**src/rtl/systolic_feeder.sv**
```systemverilog
// systolic_feeder
// Captures one 3x3 pair of matrices (A, B) and streams them, skewed in time,
// into a 3x3 output-stationary systolic array. Row i of A enters on left[i]
// delayed by i steps. Column j of B enters on top[j] delayed by j steps.
// Because of this skew, operand k of A[i][*] meets operand k of B[*][j]
// inside PE(i,j).
//
// Ports
//   clk      clock, rising edge
//   rst      asynchronous, active-high reset
//   start    request one transfer (sampled only in IDLE)
//   a_in     A, element A[i][k] at [(3i+k)*5 +: 5]
//   b_in     B, element B[k][j] at [(3k+j)*5 +: 5]
//   left     row operand lanes, left[i] feeds array row i (registered)
//   top      column operand lanes, top[j] feeds array column j (registered)
//   arr_clr  one-cycle accumulator clear to the array (registered)
//   busy     high in CLEAR, FEED and DRAIN (registered)
//   done     one-cycle pulse, array results valid (registered)
//
// state   | meaning
// --------+-------------------------------------------------------------
// IDLE    | waiting for start; operands captured on the accepting edge
// CLEAR   | arr_clr high for one cycle
// FEED    | step counter t = 0..6 drives skewed operands onto left/top
// DRAIN   | 3 cycles for the last products to ripple through the array
// DONE    | done high for one cycle, then back to IDLE
module systolic_feeder (
    input  logic             clk,
    input  logic             rst,
    input  logic             start,
    input  logic [44:0]      a_in,
    input  logic [44:0]      b_in,
    output logic [2:0][4:0]  left,
    output logic [2:0][4:0]  top,
    output logic             arr_clr,
    output logic             busy,
    output logic             done
);

    typedef enum logic [2:0] {
        S_IDLE,
        S_CLEAR,
        S_FEED,
        S_DRAIN,
        S_DONE
    } state_t;

    state_t          state;
    logic [2:0]      t;
    logic [1:0]      drain_cnt;
    logic [44:0]     a_q;
    logic [44:0]     b_q;

    logic [2:0]      t_nxt;
    logic [2:0][4:0] left_nxt;
    logic [2:0][4:0] top_nxt;

    // Lane values are computed for the step the outputs will show after the
    // next edge. This keeps left/top registered and still aligned with t.
    always_comb begin
        t_nxt    = (state == S_FEED) ? t + 3'd1 : 3'd0;
        left_nxt = '0;
        top_nxt  = '0;
        for (int i = 0; i < 3; i++) begin
            for (int k = 0; k < 3; k++) begin
                if (int'(t_nxt) == i + k) begin
                    left_nxt[i] = a_q[(3*i+k)*5 +: 5];
                    top_nxt[i]  = b_q[(3*k+i)*5 +: 5];
                end
            end
        end
    end

    always_ff @(posedge clk or posedge rst) begin
        if (rst) begin
            state     <= S_IDLE;
            t         <= 3'd0;
            drain_cnt <= 2'd0;
            a_q       <= '0;
            b_q       <= '0;
            left      <= '0;
            top       <= '0;
            arr_clr   <= 1'b0;
            busy      <= 1'b0;
            done      <= 1'b0;
        end else begin
            case (state)
                S_IDLE: begin
                    if (start) begin
                        state   <= S_CLEAR;
                        a_q     <= a_in;
                        b_q     <= b_in;
                        arr_clr <= 1'b1;
                        busy    <= 1'b1;
                    end
                end
                S_CLEAR: begin
                    state   <= S_FEED;
                    t       <= 3'd0;
                    arr_clr <= 1'b0;
                    left    <= left_nxt;
                    top     <= top_nxt;
                end
                S_FEED: begin
                    if (t == 3'd6) begin
                        state     <= S_DRAIN;
                        t         <= 3'd0;
                        drain_cnt <= 2'd2;
                        left      <= '0;
                        top       <= '0;
                    end else begin
                        t    <= t_nxt;
                        left <= left_nxt;
                        top  <= top_nxt;
                    end
                end
                S_DRAIN: begin
                    if (drain_cnt == 2'd0) begin
                        state <= S_DONE;
                        busy  <= 1'b0;
                        done  <= 1'b1;
                    end else begin
                        drain_cnt <= drain_cnt - 2'd1;
                    end
                end
                S_DONE: begin
                    state <= S_IDLE;
                    done  <= 1'b0;
                end
                default: begin
                    state   <= S_IDLE;
                    t       <= 3'd0;
                    left    <= '0;
                    top     <= '0;
                    arr_clr <= 1'b0;
                    busy    <= 1'b0;
                    done    <= 1'b0;
                end
            endcase
        end
    end

endmodule

```
**config.mk**
```make
export PLATFORM = sky130hd
export DESIGN_NAME = systolic_feeder
export DESIGN_NICKNAME = d
export VERILOG_FILES = /design/src/rtl/systolic_feeder.sv
export SDC_FILE = /design/constraint.sdc
export NUM_CORES = 1
export LEC_CHECK = 0
export CAP_MARGIN = 20
export CORE_ASPECT_RATIO = 0.9
export CORE_MARGIN = 5
export CORE_UTILIZATION = 63
export DETAILED_ROUTE_END_ITERATION = 12
export DONT_BUFFER_PORTS = 1
export PLACE_DENSITY = 0.79
export SYNTH_ARGS = -nofsm -noshare
export SYNTH_HDL_FRONTEND = slang
export SYNTH_SLANG_ARGS = --single-unit
export TNS_END_PERCENT = 10
```
**constraint.sdc**
```tcl
create_clock -name clk -period 6.4 [get_ports clk]
set_clock_uncertainty 0.2 [all_clocks]
set_input_delay 1.28 -clock clk [delete_from_list [all_inputs] [get_ports clk]]
set_output_delay 1.28 -clock clk [all_outputs]
set_load 0.02 [all_outputs]
```
==> results.py, run 1 <==
metrics = {
    "clocking": {
        "clkTransAtPathRegs_ns": 0.06,
        "ctsRootBufferMaster": "clkbuf_8",
        "cts_max_path_buffers": 2,
        "cts.sinks": 131,
        "tritoncts": "yes",
        "cts_resized": 0,
        "insertion_delay_ns": 0.53,
        "cts_inserted_buffers": 17,
        "h-tree-depth": 4,
        "cts_hold_buf": 0,
        "cts_setup_buffers": 0,
    },
    "yosys": {
        "synthesis.area_um2": 5961,
        "ys.flop_type": "dfrtp_1",
        "syn-instance-count": 479,
        "synth_edf_count": 0,
        "yosysSeqAreaShare": 0.5500,
        "synth_cell_types": 41,
        "netlist.area_leader.share": 0.5500,
        "async_flop_share": 1.000,
        "yosysWarnings": 0,
        "ys_ff_latch": 131,
        "syn_nets": 575,
        "syn_area_per_cell_um2": 12.44,
        "synth_area_leader_cell": "dfrtp_1",
        "synth_area_leaders": "dfrtp_1 55%, mux2_2 17%, a22oi_1 2.9%",
    },
    "sta": {
        "tightest_slew_ns": 1.132,
        "setup_tns_ns": 0,
        "final_hold_viol_count": 0,
        "slew_headroom": 0.2456,
        "rsz0062_at_grt": "false",
        "fmax_mhz": 259.0,
        "setup_viol": 0,
        "layout_setup_ws_ns": 2.539,
        "finalMaxSlewViolations": 0,
        "finalCriticalPeriod_ns": 3.861,
        "finalCritPeriodShare": 0.6033,
    },
    "placement": {
        "port-buffer-count": 0,
        "place_ws_ns": 2.680,
        "globalplace.congestion": 0.7716,
        "post-dp-hpwl_um": 8787,
        "placed_area_um2": 5984,
    },
    "pwr": {
        "p_leak_nw": 2.842,
        "irDropWorstVdd_mv": 0.3451,
        "power_w": 0.004062,
        "power_density_nw_per_um2": 617.0,
    },
    "layout": {
        "final_core_util": 0.7181,
        "antennaDiodeCount": 0,
        "final_area_um2": 6583,
        "multi_input_area_um2": 2499,
        "nets": 564,
        "syn_to_final_growth_pct": 10.43,
        "drive_gt1_frac": 0.2813,
        "regArea_um2": 3278,
        "nFillCells": 623,
    },
    "setup_path": {
        "r2r_cells": 6,
        "worst_setup_path_end_kind": "flip-flop",
        "cp_data_arrival_time_ns": 4.04,
        "regToRegSetupSlack_ns": 2.54,
        "start_kind": "flip-flop",
        "critPathSlowestCell": "dfrtp_1",
        "criticalPathCategory": "reg -> reg",
        "path_buf_inv": 1,
        "crit_fanout": 30,
        "cpLargestDelayFamily": "simple AND/OR/NAND/NOR gates",
        "crit_path_cell_trace": "inv_1, ha_1, nor2b_1, nand3_1, nor2_1, o31ai_1",
        "max_stage_delay_ns": 1.08,
        "worstPathRequired_ns": 6.58,
        "crit_cells": 6,
    },
    "floorplan": {
        "dieWidth_um": 112.5,
        "pin_count": 126,
        "die_h_um": 102.3,
        "die-area_um2": 11510,
        "start_util": 0.6503,
        "core_area_um2": 9166,
        "fp-row-count": 33,
    },
    "routing": {
        "first_pass_iters": 4,
        "via_count": 3802,
        "drc": 0,
        "avgRoutedWirePerCell_um": 21.84,
        "drt_iter0_drc": 376,
        "wl_um": 13150,
        "vias_per_cell": 6.316,
        "ant_nets": 0,
    },
    "global_route": {
        "antenna_found_initial": 0,
        "track_usage": 0.2414,
        "grt_pass1_vias": 3949,
        "grt_max_degree": 71,
        "grt_pass1_wl_um": 21310,
        "overflow": 0,
    },
    "job": {
        "drv_cap": 0,
    },
    "min_path": {
        "hold_path_class": "reg -> reg",
        "whs_path_depth": 1,
    },
    "outcome": {
        "status": "complete, no violations",
    },
}
==> cell usage in the layout (no fill, tap or decap), types with 2 or more instances in the layout <==
| cell | synthesis | final |
|---|---|---|
| mux2i_1 | 12 | 12 |
| nor2b_1 | 3 | 3 |
| o21ai_0 | 14 | 14 |
| nor2_1 | 20 | 20 |
| nand2_1 | 28 | 28 |
| o31ai_1 | 7 | 7 |
| a2bb2oi_1 | 7 | 7 |
| nand4b_1 | 10 | 10 |
| a21o_1 | 12 | 12 |
| a32o_1 | 10 | 10 |
| o41ai_1 | 3 | 3 |
| clkbuf_16 | 0 | 16 |
| mux2_2 | 90 | 90 |
| nor3_1 | 6 | 5 |
| clkinv_2 | 0 | 5 |
| o22ai_1 | 2 | 2 |
| ha_1 | 3 | 3 |
| bufinv_16 | 0 | 3 |
| inv_1 | 6 | 5 |
| nand2b_1 | 8 | 8 |
| nor3_4 | 2 | 2 |
| clkbuf_8 | 0 | 4 |
| nor3_2 | 1 | 2 |
| nor3b_1 | 10 | 10 |
| a22oi_1 | 23 | 23 |
| buf_4 | 2 | 4 |
| a21oi_1 | 23 | 23 |
| dfrtp_1 | 131 | 131 |
==> flip-flops by register name (all words and copies together), names as in the netlist <==
| signal | flops |
|---|---|
| t | 3 |
| state | 3 |
| done | 1 |
| a_q | 45 |
| top | 15 |
| b_q | 45 |
| drain_cnt | 2 |
| busy | 1 |
| arr_clr | 1 |
| left | 15 |
==> metal layers <==
layer  routed length [um]  global-route usage  share of wire
met1                 5273              0.2988           0.40
met2                 6767              0.3921           0.51
met3                  949             0.09118          0.072
met4                  154             0.09057          0.012
met5                    0                   0              0
==> cell usage after synthesis (all sizes together), types with 11 or more instances <==
cell,count
nor3b,11
nor2,20
a21o,12
mux2i,12
a22oi,23
o21ai,15
nand2,28
buf,25
dfrtp,131
a21oi,24
mux2,90
==> worst reg2reg max path, delay by kind of cell, from the launching register on <==
kind | cells | cell delay [ns]
buffers and inverters | 1 | 0.22
adders and majority gates | 1 | 0.78
DFF | 1 | 1.08
and+or+nand+nor | 3 | 1.35
AOI/OAI and AO/OA | 1 | 0.09
==> cell type report <==
| class | instances | share of cell area |
|---|---|---|
| well taps | 122 | 0.02319 |
| repair buffers | 5 | 0.005702 |
| flip-flops and latches | 131 | 0.4980 |
| multi-input cells | 307 | 0.3796 |
| inverters | 6 | 0.003802 |
| clock inverters | 10 | 0.01996 |
| clock buffers | 21 | 0.06976 |
==> worst paths after layout <==
path	from	endpoint
max	t[0]	top[1]
min	a_q[40]	a_q[40]
max reg2reg	t[0]	top[1]
min reg2reg	a_q[40]	a_q[40]
max in group asynchronous	rst	state[1]
min in group asynchronous	rst	a_q[36]
==> stage by stage <==
stage	instances	hold WS, ns
2_1_floorplan	479	0.2713
3_3_place_gp	570	0.2835
3_5_place_dp	570	0.2925
4_1_cts	601	0.3055
5_1_grt	602	0.3147
6_report	602	0.3034
==> power by group <==
group | total [W] | switching [W] | internal, W
Combinational | 0.00148 | 0.000767 | 0.000716
Sequential | 0.00161 | 0.000379 | 0.00123
Clock | 0.000972 | 0.000353 | 0.000619
==> cells by family after synthesis <==
logic type,after synthesis,synth area share
mux,102,0.1902
flops,131,0.5500
simple gates,95,0.09152
buf+inv,41,0.03274
fa+ha+maj,3,0.006298
xor+xnor,2,0.006088
compound gates,105,0.1232
Note: power is estimated with default switching activity, not from simulation.
==> inputs of run 2 (changes only) <==
==> constraint.sdc (replaced) <==
create_clock -name clk -period 3.7 [get_ports clk]
set_clock_uncertainty 0.2 [all_clocks]
set_input_delay 0.74 -clock clk [delete_from_list [all_inputs] [get_ports clk]]
set_output_delay 0.74 -clock clk [all_outputs]
set_load 0.02 [all_outputs]
==> results.py, run 2 (synthesized netlist as in run 1, its figures left out) <==
metrics = {
    "global_route": {
        "use_met1": 0.2777,
        "overflow": 0,
        "antenna_found_initial": 1,
        "grt_busiest_layer": "met2",
        "use_met3": 0.09769,
        "grt_max_degree": 93,
        "track_usage": 0.2364,
        "grt_pass1_wl_um": 21120,
        "grt_use_met2": 0.3944,
        "grt_pass1_vias": 4099,
    },
    "setup_path": {
        "worst_setup_path_end_kind": "flip-flop",
        "start_kind": "flip-flop",
        "criticalPathCategory": "reg -> reg",
        "cp_data_arrival_time_ns": 3.07,
        "worstPathRequired_ns": 3.91,
        "crit_fanout": 26,
    },
    "routing": {
        "ant_nets": 0,
        "drc": 0,
        "drt_iter0_drc": 240,
        "avgRoutedWirePerCell_um": 21.36,
        "vias_per_cell": 6.367,
        "via_count": 3852,
        "first_pass_iters": 7,
        "wl_um": 12920,
    },
    "layout": {
        "layoutNonFillerInstCount": 605,
        "nets": 567,
        "top_regs": "a_q: 45 flops, b_q: 45 flops",
        "drive_gt1_frac": 0.2816,
        "final_core_util": 0.7198,
        "antennaDiodeCount": 0,
        "final_cell_mix": "131 x dfrtp_1, 90 x mux2_2, 28 x nand2_1",
        "nFillCells": 626,
        "syn_to_final_growth_pct": 10.68,
        "final_common_cell": "dfrtp_1",
    },
    "clocking": {
        "cts.sinks": 131,
        "insertion_delay_ns": 0.52,
        "cts_resized": 0,
        "ctsRootBufferMaster": "clkbuf_8",
        "h-tree-depth": 4,
        "clkTransAtPathRegs_ns": 0.06,
        "tritoncts": "yes",
        "cts_inserted_buffers": 17,
        "cts_max_path_buffers": 2,
    },
    "sta": {
        "layout_setup_ws_ns": 0.8405,
        "setup_viol": 0,
        "setup_tns_ns": 0,
        "rsz0062_at_grt": "false",
        "finalCritPeriodShare": 0.7728,
        "tightest_slew_ns": 1.132,
        "finalCriticalPeriod_ns": 2.859,
        "fmax_mhz": 349.7,
        "finalMaxSlewViolations": 0,
        "final_hold_viol_count": 0,
        "slew_headroom": 0.2342,
    },
    "floorplan": {
        "start_util": 0.6503,
        "fp-row-count": 33,
        "die-area_um2": 11510,
        "dieWidth_um": 112.5,
        "die_h_um": 102.3,
        "core_area_um2": 9166,
        "pin_count": 126,
    },
    "placement": {
        "globalplace.congestion": 0.8249,
        "placed_cells": 573,
        "post-dp-hpwl_um": 8841,
        "port-buffer-count": 0,
        "place_ws_ns": 0.8523,
    },
    "pwr": {
        "p_leak_nw": 2.835,
        "irDropWorstVdd_mv": 0.5247,
        "power_w": 0.006908,
        "power_density_nw_per_um2": 1047,
    },
    "job": {
        "drv_cap": 0,
    },
    "min_path": {
        "hold_path_class": "in -> reg",
    },
    "outcome": {
        "status": "complete, no violations",
    },
}
[run 2: cell count changes in the layout (fill, tap and decap cells not counted), sizes merged]
cell         delta
buf             +3
clkinvlp        +2
dlygate4sd3     +1
inv             -1
bufinv          -2
clkbuf          +1
clkinv          -1
[run 2: cell type report]
| type | instances | area [um2] | area share |
|---|---|---|---|
| flip-flops and latches | 131 | 3278 | 0.4969 |
| multi-input cells | 307 | 2499 | 0.3787 |
| clock buffers | 23 | 476.7 | 0.07225 |
| well taps | 122 | 152.6 | 0.02314 |
| repair buffers | 8 | 87.58 | 0.01328 |
| clock inverters | 8 | 77.57 | 0.01176 |
| inverters | 6 | 26.28 | 0.003983 |
[run 2: routing by layer]
layer,share of wire,wire [um],up-vias
li1,-,-,1741
met1,0.40,5181,1955
met2,0.51,6573,127
met3,0.067,868,27
met4,0.022,287,2
met5,0.0010,13,-
[run 2: through the flow]
stage / hold WS [ns] / area [um2]
after floorplan: 0.2713 / 5964
after global placement: 0.2855 / 6033
after detailed placement: 0.2874 / 6033
after CTS: 0.1477 / 6598
after global routing: 0.1354 / 6598
final: 0.1690 / 6598
[run 2: final timing paths]
path                       cells after the start     start  slack (ns)      end
max in group asynchronous                      3       rst        1.91  b_q[12]
max reg2reg                                    6      t[0]        0.84   top[6]
min reg2reg                                    1   b_q[13]        0.30  b_q[13]
min in group asynchronous                      2       rst        0.57  a_q[39]
min                                            1  a_in[12]        0.17  a_q[12]
max                                            6      t[0]        0.84   top[6]
[run 2: what timing repair did]
| action | in CTS | in global routing |
|---|---|---|
| setup buffers | 0 | 0 |
| hold buffers | 1 | 0 |
| hold endpoints to repair | 25 | 0 |
[run 2: critical path, cell delays in order (launching register included)]
cell and delay [ns]:
dfrtp_1 0.38, buf_4 0.34, ha_1 0.40, xor2_4 0.30
nor3_4 0.66, nand2_1 0.18, a32o_1 0.29
[run 2: power breakdown]
group / switching, W / internal [W] / total [W]
registers: 0.000601 / 0.00212 / 0.00273
logic: 0.00137 / 0.00126 / 0.00263
clock network: 0.000596 / 0.000957 / 0.00155
total: 0.00257 / 0.00434 / 0.00691
==> inputs of run 3 (changes only) <==
--- a/config.mk
+++ b/config.mk
@@ -8,10 +8,10 @@
 export CAP_MARGIN = 20
 export CORE_ASPECT_RATIO = 0.9
 export CORE_MARGIN = 5
-export CORE_UTILIZATION = 63
+export CORE_UTILIZATION = 57
 export DETAILED_ROUTE_END_ITERATION = 12
 export DONT_BUFFER_PORTS = 1
-export PLACE_DENSITY = 0.79
+export PLACE_DENSITY = 0.75
 export SYNTH_ARGS = -nofsm -noshare
 export SYNTH_HDL_FRONTEND = slang
 export SYNTH_SLANG_ARGS = --single-unit
==> constraint.sdc (replaced) <==
create_clock -name clk -period 2.4 [get_ports clk]
set_clock_uncertainty 0.2 [all_clocks]
set_input_delay 0.48 -clock clk [delete_from_list [all_inputs] [get_ports clk]]
set_output_delay 0.48 -clock clk [all_outputs]
set_load 0.02 [all_outputs]
==> results.py, run 3 (synthesized netlist as in run 1, its figures left out) <==
metrics = {
    "global_route": {
        "grt_pass1_vias": 4222,
        "overflow": 0,
        "antenna_found_initial": 3,
        "track_usage": 0.2143,
        "grt_max_degree": 84,
        "grt_pass1_wl_um": 21690,
    },
    "setup_path": {
        "r2r_start": "t[0]",
        "criticalPathCategory": "reg -> reg",
        "start_kind": "flip-flop",
        "cp_data_arrival_time_ns": 2.36,
        "regToRegSetupSlack_ns": 0.13,
        "r2r_cells": 5,
        "crit_fanout": 12,
        "reg2reg_to": "left[4]",
        "worstPathRequired_ns": 2.49,
        "worst_setup_path_end_kind": "flip-flop",
    },
    "clocking": {
        "h-tree-depth": 4,
        "cts_max_path_buffers": 2,
        "insertion_delay_ns": 0.41,
        "tritoncts": "yes",
        "clkTransAtPathRegs_ns": 0.06,
        "cts_inserted_buffers": 17,
        "cts.sinks": 131,
        "ctsRootBufferMaster": "clkbuf_16",
    },
    "sta": {
        "setup_viol": 0,
        "slew_headroom": 0.5350,
        "finalCriticalPeriod_ns": 2.272,
        "fmax_mhz": 440.1,
        "tightest_slew_ns": 0.6949,
        "finalMaxSlewViolations": 0,
        "rsz0062_at_grt": "true",
        "hold_ws_ns": 0.02031,
        "final_hold_viol_count": 0,
        "setup_tns_ns": 0,
        "finalCritPeriodShare": 0.9468,
    },
    "pwr": {
        "clkPwrFrac": 0.237,
        "combPwrFrac": 0.386,
        "p_sw_frac": 0.3645,
        "p_leak_nw": 2.911,
        "switchingPower_w": 0.004030,
        "seqPwrFrac": 0.377,
        "irDropWorstVdd_mv": 0.9727,
        "power_w": 0.01106,
        "p_int_w": 0.007027,
        "power_density_nw_per_um2": 1638,
    },
    "routing": {
        "drc": 0,
        "via_count": 3924,
        "vias_per_cell": 6.288,
        "ant_nets": 0,
        "wl_um": 13200,
        "drt_iter0_drc": 297,
        "avgRoutedWirePerCell_um": 21.15,
        "first_pass_iters": 4,
    },
    "min_path": {
        "hold_path_end": "b_q[32]",
        "hold_path_class": "in -> reg",
        "hold_start": "b_in[32]",
        "whs_path_depth": 1,
    },
    "layout": {
        "nets": 578,
        "top_regs": "a_q: 45 flops, b_q: 45 flops",
        "final_common_cell": "dfrtp_1",
        "antennaDiodeCount": 0,
        "syn_to_final_growth_pct": 13.25,
        "final_cell_mix": "131 x dfrtp_1, 90 x mux2_2, 28 x nand2_1",
        "final_core_util": 0.6587,
        "drive_gt1_frac": 0.3030,
        "layoutNonFillerInstCount": 624,
    },
    "floorplan": {
        "dieWidth_um": 117.8,
        "core_area_um2": 10250,
        "die-area_um2": 12610,
        "start_util": 0.5817,
        "pin_count": 126,
        "die_h_um": 107.0,
        "fp-row-count": 35,
    },
    "job": {
        "drv_cap": 0,
    },
    "placement": {
        "globalplace.congestion": 0.8054,
        "post-dp-hpwl_um": 9082,
        "port-buffer-count": 0,
        "placed_cells": 591,
    },
    "outcome": {
        "status": "complete, no violations",
    },
}
## run 3: metal layers
| layer | global-route usage | share of wire | vias up |
|---|---|---|---|
| met5 | 0 | 0.0026 | - |
| met3 | 0.08439 | 0.079 | 42 |
| li1 | - | - | 1765 |
| met1 | 0.2619 | 0.40 | 1952 |
| met2 | 0.3477 | 0.50 | 159 |
| met4 | 0.07617 | 0.024 | 6 |
## run 3: worst max path at each step
stage,startpoint,end,slack (ns),cells after the start
floorplan,rst,a_q[0],0.1,1
global placement,t[0],left[3],0.22,5
detailed placement,t[0],left[4],0.12,5
CTS,t[0],top[0],0.12,6
global route,t[0],left[2],-0.009,5
finish,t[0],left[4],0.13,5
## run 3: critical path, stage by stage (launching register included)
cell and delay (ns):
dfrtp_1 0.40, ha_1 0.32, xor2_4 0.28, o21ai_2 0.45
a22oi_1 0.14, o41ai_1 0.36
## run 3: layout make-up
class	instances	area, um2
Sequential cell	131	3278
Fill cell	781	3497
Clock inverter	12	156.4
Multi-Input combinational cell	307	2501
Inverter	6	26.28
Clock buffer	20	456.7
Tap cell	129	161.4
Timing Repair Buffer	19	170.2
## run 3: what timing repair did
action / 4_1_cts / 5_1_grt
setup buffers: 0 / 0
endpoints found under the hold margin: 131 / 0
setup endpoints to repair: 0 / 9
resized for setup: 0 / 1
hold buffers: 1 / 0
## run 3: power by group through the flow
stage | Combinational [W] | Clock [W] | Sequential, W
3_3_place_gp | 0.00400 | 0 | 0.00417
5_1_grt | 0.00471 | 0.00279 | 0.00428
3_5_place_dp | 0.00420 | 0 | 0.00421
4_1_cts | 0.00426 | 0.00266 | 0.00418
6_report | 0.00427 | 0.00262 | 0.00417
2_1_floorplan | 0.00346 | 0 | 0.00393
## run 3: per-stage QoR
| stage | cell area [um2] | worst slack [ns] |
|---|---|---|
| 2_1_floorplan | 5964 | 0.09679 |
| 3_3_place_gp | 6125 | 0.2245 |
| 3_5_place_dp | 6125 | 0.1196 |
| 4_1_cts | 6748 | 0.1183 |
| 5_1_grt | 6750 | -0.008593 |
| 6_report | 6750 | 0.1277 |
